===== src/rtl/sipo_frame_rx.sv =====
// -----------------------------------------------------------------------------
// sipo_frame_rx
// Serial-in / parallel-out frame receiver. It samples one line bit per clock and
// recovers frames of the form: start(0), WIDTH data bits LSB first, optional
// parity bit, stop(1). Recovered words are held on a valid/ready output.
//
// Ports
//   clk            system clock, rising edge
//   reset_ah_in    asynchronous active-high reset
//   d_in           serial line, idles high
//   rd_ready_in    consumer accepts q_out on an edge where q_valid_out=1
//   q_out          received word, bit 0 = first data bit on the line
//   q_valid_out    q_out holds an unconsumed word
//   parity_err_out parity status of the word on q_out (valid with q_valid_out)
//   frame_err_out  one-cycle pulse when a stop bit is sampled 0
//   overrun_out    sticky: a good word was dropped because q_out was still full
//   busy_out       FSM is not idle
// -----------------------------------------------------------------------------
module sipo_frame_rx #(
   parameter int WIDTH      = 8,
   parameter int PARITY_EN  = 1,
   parameter int PARITY_ODD = 0
) (
   input  logic             clk,
   input  logic             reset_ah_in,
   input  logic             d_in,
   input  logic             rd_ready_in,
   output logic [WIDTH-1:0] q_out,
   output logic             q_valid_out,
   output logic             parity_err_out,
   output logic             frame_err_out,
   output logic             overrun_out,
   output logic             busy_out
);

   localparam int             CW    = (WIDTH > 1) ? $clog2(WIDTH) : 1;
   localparam logic [CW-1:0]  LAST  = CW'(WIDTH - 1);
   localparam logic           P_EN  = (PARITY_EN != 0);
   localparam logic           P_ODD = (PARITY_ODD != 0);

   typedef enum logic [1:0] {StIdle, StData, StParity, StStop} state_t;

   state_t           r_state;
   logic [WIDTH-1:0] r_shift;
   logic [CW-1:0]    r_cnt;
   logic             r_pbit;
   logic [WIDTH-1:0] r_q;
   logic             r_q_valid;
   logic             r_perr;
   logic             r_frame_err;
   logic             r_overrun;
   logic             r_busy;

   logic             w_perr;

   // Parity of the assembled word, evaluated while sitting in StStop.
   assign w_perr = P_EN & ((^r_shift) ^ r_pbit ^ P_ODD);

   always_ff @(posedge clk or posedge reset_ah_in) begin
      if (reset_ah_in) begin
         r_state     <= StIdle;
         r_shift     <= '0;
         r_cnt       <= '0;
         r_pbit      <= 1'b0;
         r_q         <= '0;
         r_q_valid   <= 1'b0;
         r_perr      <= 1'b0;
         r_frame_err <= 1'b0;
         r_overrun   <= 1'b0;
         r_busy      <= 1'b0;
      end else begin
         r_frame_err <= 1'b0;
         // Consumption by default; a good stop bit below may reload on the same edge.
         if (r_q_valid && rd_ready_in) begin
            r_q_valid <= 1'b0;
         end
         case (r_state)
            StIdle: begin
               if (!d_in) begin
                  r_state <= StData;
                  r_busy  <= 1'b1;
                  r_cnt   <= '0;
               end
            end
            StData: begin
               r_shift <= {d_in, r_shift[WIDTH-1:1]};
               r_cnt   <= r_cnt + 1'b1;
               if (r_cnt == LAST) begin
                  r_state <= P_EN ? StParity : StStop;
               end
            end
            StParity: begin
               r_pbit  <= d_in;
               r_state <= StStop;
            end
            StStop: begin
               r_state <= StIdle;
               r_busy  <= 1'b0;
               if (d_in) begin
                  if (!r_q_valid || rd_ready_in) begin
                     r_q       <= r_shift;
                     r_perr    <= w_perr;
                     r_q_valid <= 1'b1;
                  end else begin
                     r_overrun <= 1'b1;
                  end
               end else begin
                  r_frame_err <= 1'b1;
               end
            end
            default: begin
               r_state <= StIdle;
               r_busy  <= 1'b0;
            end
         endcase
      end
   end

   assign q_out          = r_q;
   assign q_valid_out    = r_q_valid;
   assign parity_err_out = r_perr;
   assign frame_err_out  = r_frame_err;
   assign overrun_out    = r_overrun;
   assign busy_out       = r_busy;

endmodule


===== config.mk =====
export PLATFORM = sky130hd
export DESIGN_NAME = sipo_frame_rx
export DESIGN_NICKNAME = d
export VERILOG_FILES = /design/src/rtl/sipo_frame_rx.sv
export SDC_FILE = /design/constraint.sdc
export NUM_CORES = 1
export LEC_CHECK = 0
export BUFFER_PORTS_ARGS = -buffer_cell sky130_fd_sc_hd__buf_2
export CAP_MARGIN = 15
export CELL_PAD_IN_SITES_DETAIL_PLACEMENT = 1
export CELL_PAD_IN_SITES_GLOBAL_PLACEMENT = 1
export CORE_UTILIZATION = 48
export CTS_CLUSTER_SIZE = 20
export DETAILED_ROUTE_END_ITERATION = 8
export PLACE_DENSITY = 0.86
export SKIP_LAST_GASP = 1
export SLEW_MARGIN = 20
export SYNTH_ARGS = -nofsm -noshare
export SYNTH_HDL_FRONTEND = slang
export SYNTH_SLANG_ARGS = --single-unit

===== constraint.sdc =====
create_clock -name clk -period 2.95 [get_ports clk]
set_clock_uncertainty 0.2 [all_clocks]
set_input_delay 0.295 -clock clk [delete_from_list [all_inputs] [get_ports clk]]
set_output_delay 0.295 -clock clk [all_outputs]
set_load 0.005 [all_outputs]

# Yosys cells after proc, flatten, opt, wreduce, memory -nomap -nowiden
# Cells that the tools add are included.
classes:
  add_sub_neg: 1
  bitwise_logic: 2
  mux: 13
  reduce_logical: 12
  n_eq_ne: 6
ops:
  columns: ["operator", "count"]
  rows:
  - ["one-hot mux 2 bit (4 select lines)", 1]
  - ["XOR reduction 8 bit", 1]
  - ["2-to-1 mux 1 bit", 7]
  - ["one-hot mux 3 bit (2 select lines)", 1]
  - ["AND reduction 2 bit", 3]
  - ["AND reduction 3 bit", 2]
  - ["== test 2 bit (second input constant)", 2]
  - ["2-to-1 mux 2 bit", 2]
  - ["!= test 2 bit (second input constant)", 2]
  - ["nonzero test 2 bit", 2]
  - ["adder 3 x 1 -> 3 bit (second input constant)", 1]
  - ["== test 3 bit (second input constant)", 1]
  - ["2-to-1 mux 3 bit", 1]
  - ["== test 2 x 1 -> 1 bit (second input constant)", 1]
  - ["zero test 2 bit", 1]
  - ["one-hot mux 1 bit (2 select lines)", 1]
  - ["logical AND 1 bit", 1]
  - ["zero test 1 bit", 1]
  - ["logical OR 1 bit", 1]
  - ["inverter 1 bit", 1]
  - ["bitwise XOR 1 bit", 1]
word_totals:
  register_bits: 27
  in_bits: 4

# Logic depth before layout (Yosys ltp)
depth:
  depth_word: 5
  ltp_mapped: 6
  ltp_nobuf: 6

# Worst setup path before layout
# No wires, ideal clock.
synth_path:
  path_type: "reg2reg"
  from: "reg r_state[1]"
  to: "reg r_shift[0]"
  path_stages_with_launch: 5
  path_buffers: 1
  slack_ns: 1.274
  setup_ns: 0.125
  t_required_ns: 2.625
  period_less_slack_ns: 1.676
  arrival_time_ns: 1.351
  path_cell_list: "dfrtp_1 inv_1 ha_1 buf_1 mux2_2"
synth_between:
  elab_chain_cells: 1
synth_rtl:
  columns: ["element", "line_no", "source"]
  rows:
  - ["from (decl)", "43", "state_t r_state;"]
  - ["from (signal assigned)", "61", "r_state <= StIdle;"]
  - ["from (signal assigned)", "80", "r_state <= StData;"]
  - ["from (signal assigned)", "89", "r_state <= P_EN ? StParity : StStop;"]
  - ["== test 2 x 1 -> 1 bit", "77", "case (r_state)"]
  - ["to (signal assigned)", "86", "r_shift <= {d_in, r_shift[WIDTH-1:1]};"]
  - ["to (decl)", "44", "logic [WIDTH-1:0] r_shift;"]
# Every way passes these cells.
# A chain may end at the register's enable or synchronous reset.

# Final worst setup path
layout_path:
  from: "in d_in"
  to: "reg r_q[4] (netlist: q_out[4])"
layout_between:
  elab_chain_cells: 1
layout_rtl:
  columns: ["element", "line_no", "source"]
  rows:
  - ["from (decl)", "26", "input logic d_in,"]
  - ["AND reduction 3 bit (no source line)", null, null]
  - ["to (signal assigned)", "101", "r_q <= r_shift;"]
  - ["to (decl)", "47", "logic [WIDTH-1:0] r_q;"]
# Every way passes these cells.

==> out/summary.txt <==
Antenna diodes - 0
Area share of fa/ha/maj cells after synthesis - 7.37%
Multi-input gate area - 485 µm²
Slowest CP cell - nor2b_1
Clock share of power - 10.1%
Clk slew on worst S/H paths - 0.15 ns
Cts bufs inserted - 3
HP Class - in -> reg
Finished Core Util - 59.1%
Clock tree sinks - 27
Fin Setup TNS - 0 ns
Largest family of logic cells by synthesized area - multiplexers
Status - finished, final reports clean
CP Class - in -> reg
Cell internal pwr - 1070 µW
CTS max path bufs - 2
Post-synthesis mux area share - 18.3%
Worst skew pair latency - 0.33 ns
CP max stage delay - 0.69 ns
Area Overhead vs Synth - 13.2%
Vias/cell - 5.23
Initial antenna violation count - 0
GRT Util Overall - 17.8%
Compound-gate portion of the synthesized area - 4.84%
Sw frac - 34.3%
Total wire length - 2020 µm
Fmax - 0.458 GHz
Filler instances - 233
Met3 usage - 4.39%
Total gr overflow - 0
Fraction of layout cells with a size suffix above 1 - 37.7%
Seq pwr share - 42.3%
Top Ports - 17
Cells after Synth - 86
Max-cap violations - 0
M2 GR Usage - 32.5%
Max VDD drop - 560 µV
Max H-tree Level - 1
Syn nets - 97
Post-synthesis cell area - 1190 µm²
Yosys reg bits - 27
Pin count of the biggest net entering global routing - 28
Yosys cell types - 19
Final Setup Violations - 0
Crit-path max FO - 9
ANT nets after route - 0
Sequential share of the synthesized area - 56.8%
Die W - 51.8 µm
Xor and xnor area share after synthesis - 6.32%
Post-DP HPWL - 1500 µm
Leakage - 0.000637 µW
Comb pwr share - 47.6%
Final Critical Period - 2.18 ns
Post-CTS resize count - 0
Worst setup margin - 0.767 ns
Final hold violation count - 0
Busiest metal layer after global routing - met2
Fin. max-slew vios - 0
# DRC - 0
Root Buffer - clkbuf_4
Sequential Area - 676 µm²
Vias in the first global route - 751
Final Non-Filler Cells - 134
Final nets - 118
Final period utilization - 74.0%
WL/cell - 15.1 µm
Die Area - 2680 µm²
Initial Util - 52.2%
Critical path data arrival time - 2.22 ns
Synth Area in Simple Gates - 4.00%
Placed Cells - 128
First-pass detailed-route iteration total - 2
CP endpoint kind - flop
Core area - 2280 µm²
Crit start category - input pin
Port Buffer Count - 16
Global-route wire length before repair - 3360 µm
RSZ-0062 raised after global routing - no
YS warnings - 0
Dpl ws - 0.819 ns
Worst EP required - 2.99 ns
Avg Cell Area, Syn - 13.8 µm²
Iteration-0 DRC Markers - 1
Gpl congestion - 0.709
Worst-margin pin slew - 0.865 ns
Core Rows - 17
Vias - 701
Die Ht - 51.8 µm
Met1 Use GR - 19.8%
CP Cell Sequence - dlygate4sd3_1, buf_2, nand2_1, nor2b_1, mux2_2
Switching power - 558 µW
Pwr/cell area - 1210 nW/µm²
CTS tree - built
Slew margin rel. - 42.2%
-- critical path: cells and delay by family --
kind,cells,cell delay (ns)
multiplexers,1,0.42
buffers and inverters,2,0.71
AND/OR/NAND/NOR,2,0.80
-- registers in the layout (all words and copies together) (netlist names) --
signal and cells:
q_out 8, r_shift 8, r_cnt 3, r_state 2, busy_out 1, frame_err_out 1
overrun_out 1, parity_err_out 1, q_valid_out 1, r_pbit 1
-- routing by layer --
metal / up-vias / part of all wire, %
li1: 336 / -
met3: 4 / 2.1
met4: 0 / 1.4
met5: - / 0
met2: 9 / 55
met1: 352 / 42
-- per-stage QoR --
step                hold WS (ns)  instance area (µm²)  total power (µW)
CTS                      0.00406                 1340              1660
finish                    0.0698                 1350              1630
global route              0.0949                 1350              1750
floorplan                  0.148                 1190              1270
detailed placement         0.293                 1290              1490
global placement           0.264                 1290              1430
-- path summary, 6_finish.rpt --
kind | start | end | slack (ns) | depth (start not counted)
setup / recovery | d_in | q_out[4] | 0.77 | 5
hold / removal | rd_ready_in | q_valid_out | 0.07 | 3
setup reg to reg | r_state[1] | q_out[4] | 0.85 | 4
hold reg to reg | r_cnt[1] | r_cnt[1] | 0.32 | 1
max in group asynchronous | reset_ah_in | r_shift[7] | 1.82 | 3
min in group asynchronous | reset_ah_in | r_pbit | 0.35 | 3
-- power groups by stage --
stage | Sequential, µW | Clock [µW] | Combinational (µW)
global route | 717 | 184 | 851
floorplan | 679 | 0 | 587
global placement | 685 | 0 | 744
detailed placement | 700 | 0 | 794
finish | 688 | 164 | 775
CTS | 691 | 173 | 796
-- synth_stat cells (all sizes together) --
cell type  number  area (µm²)
nand2b          1        6.26
nor2b           2        12.5
ha              7        87.6
o21ai           4        20.0
buf             2        8.75
inv             5        18.8
a21oi           2        10.0
mux2           19         218
a32o            2        20.0
dfrtp          27         676
xnor3           1        22.5
o21bai          1        7.51
nand3           1        5.00
xor2            1        8.76
nand2           5        18.8
xnor2           5        43.8
nor3            1        5.00
-- placed cells by master, fill, tap and decap left out, drive strengths merged --
cell         Yosys  layout
clkbuf           0       3
nor3             1       1
buf              2      16
o21ai            4       4
nor2b            2       2
inv              5       5
clkinvlp         0       1
dfrtp           27      27
xor2             1       1
xnor2            5       5
ha               7       7
xnor3            1       1
nand2b           1       1
dlygate4sd3      0       2
o21bai           1       1
nand3            1       1
a21oi            2       2
a32o             2       2
nand2            5       5
mux2            19      19
-- kinds of logic (layout without fill, tap and decap cells) --
| logic type | Yosys count | after routing |
|---|---|---|
| fa+ha+maj | 7 | 7 |
| xor+xnor | 7 | 7 |
| simple gates | 10 | 10 |
| buf+inv | 7 | 27 |
| flops | 27 | 27 |
| compound gates | 9 | 9 |
| mux | 19 | 19 |
-- layout make-up --
type	instances	share of cell area, %
sequential	27	50.2
multi-input combinational	52	36.1
timing repair buffer	18	7.44
tap	28	2.60
clock buffer	3	1.67
inverter	5	1.40
clock inverter	1	0.558
-- what timing repair did --
action                    4_1_cts  5_1_grt
hold endpoints to repair        1       27
setup buffers                   0        0
hold buffers                    1        1
No activity file was read; power rests on OpenSTA's default activity.
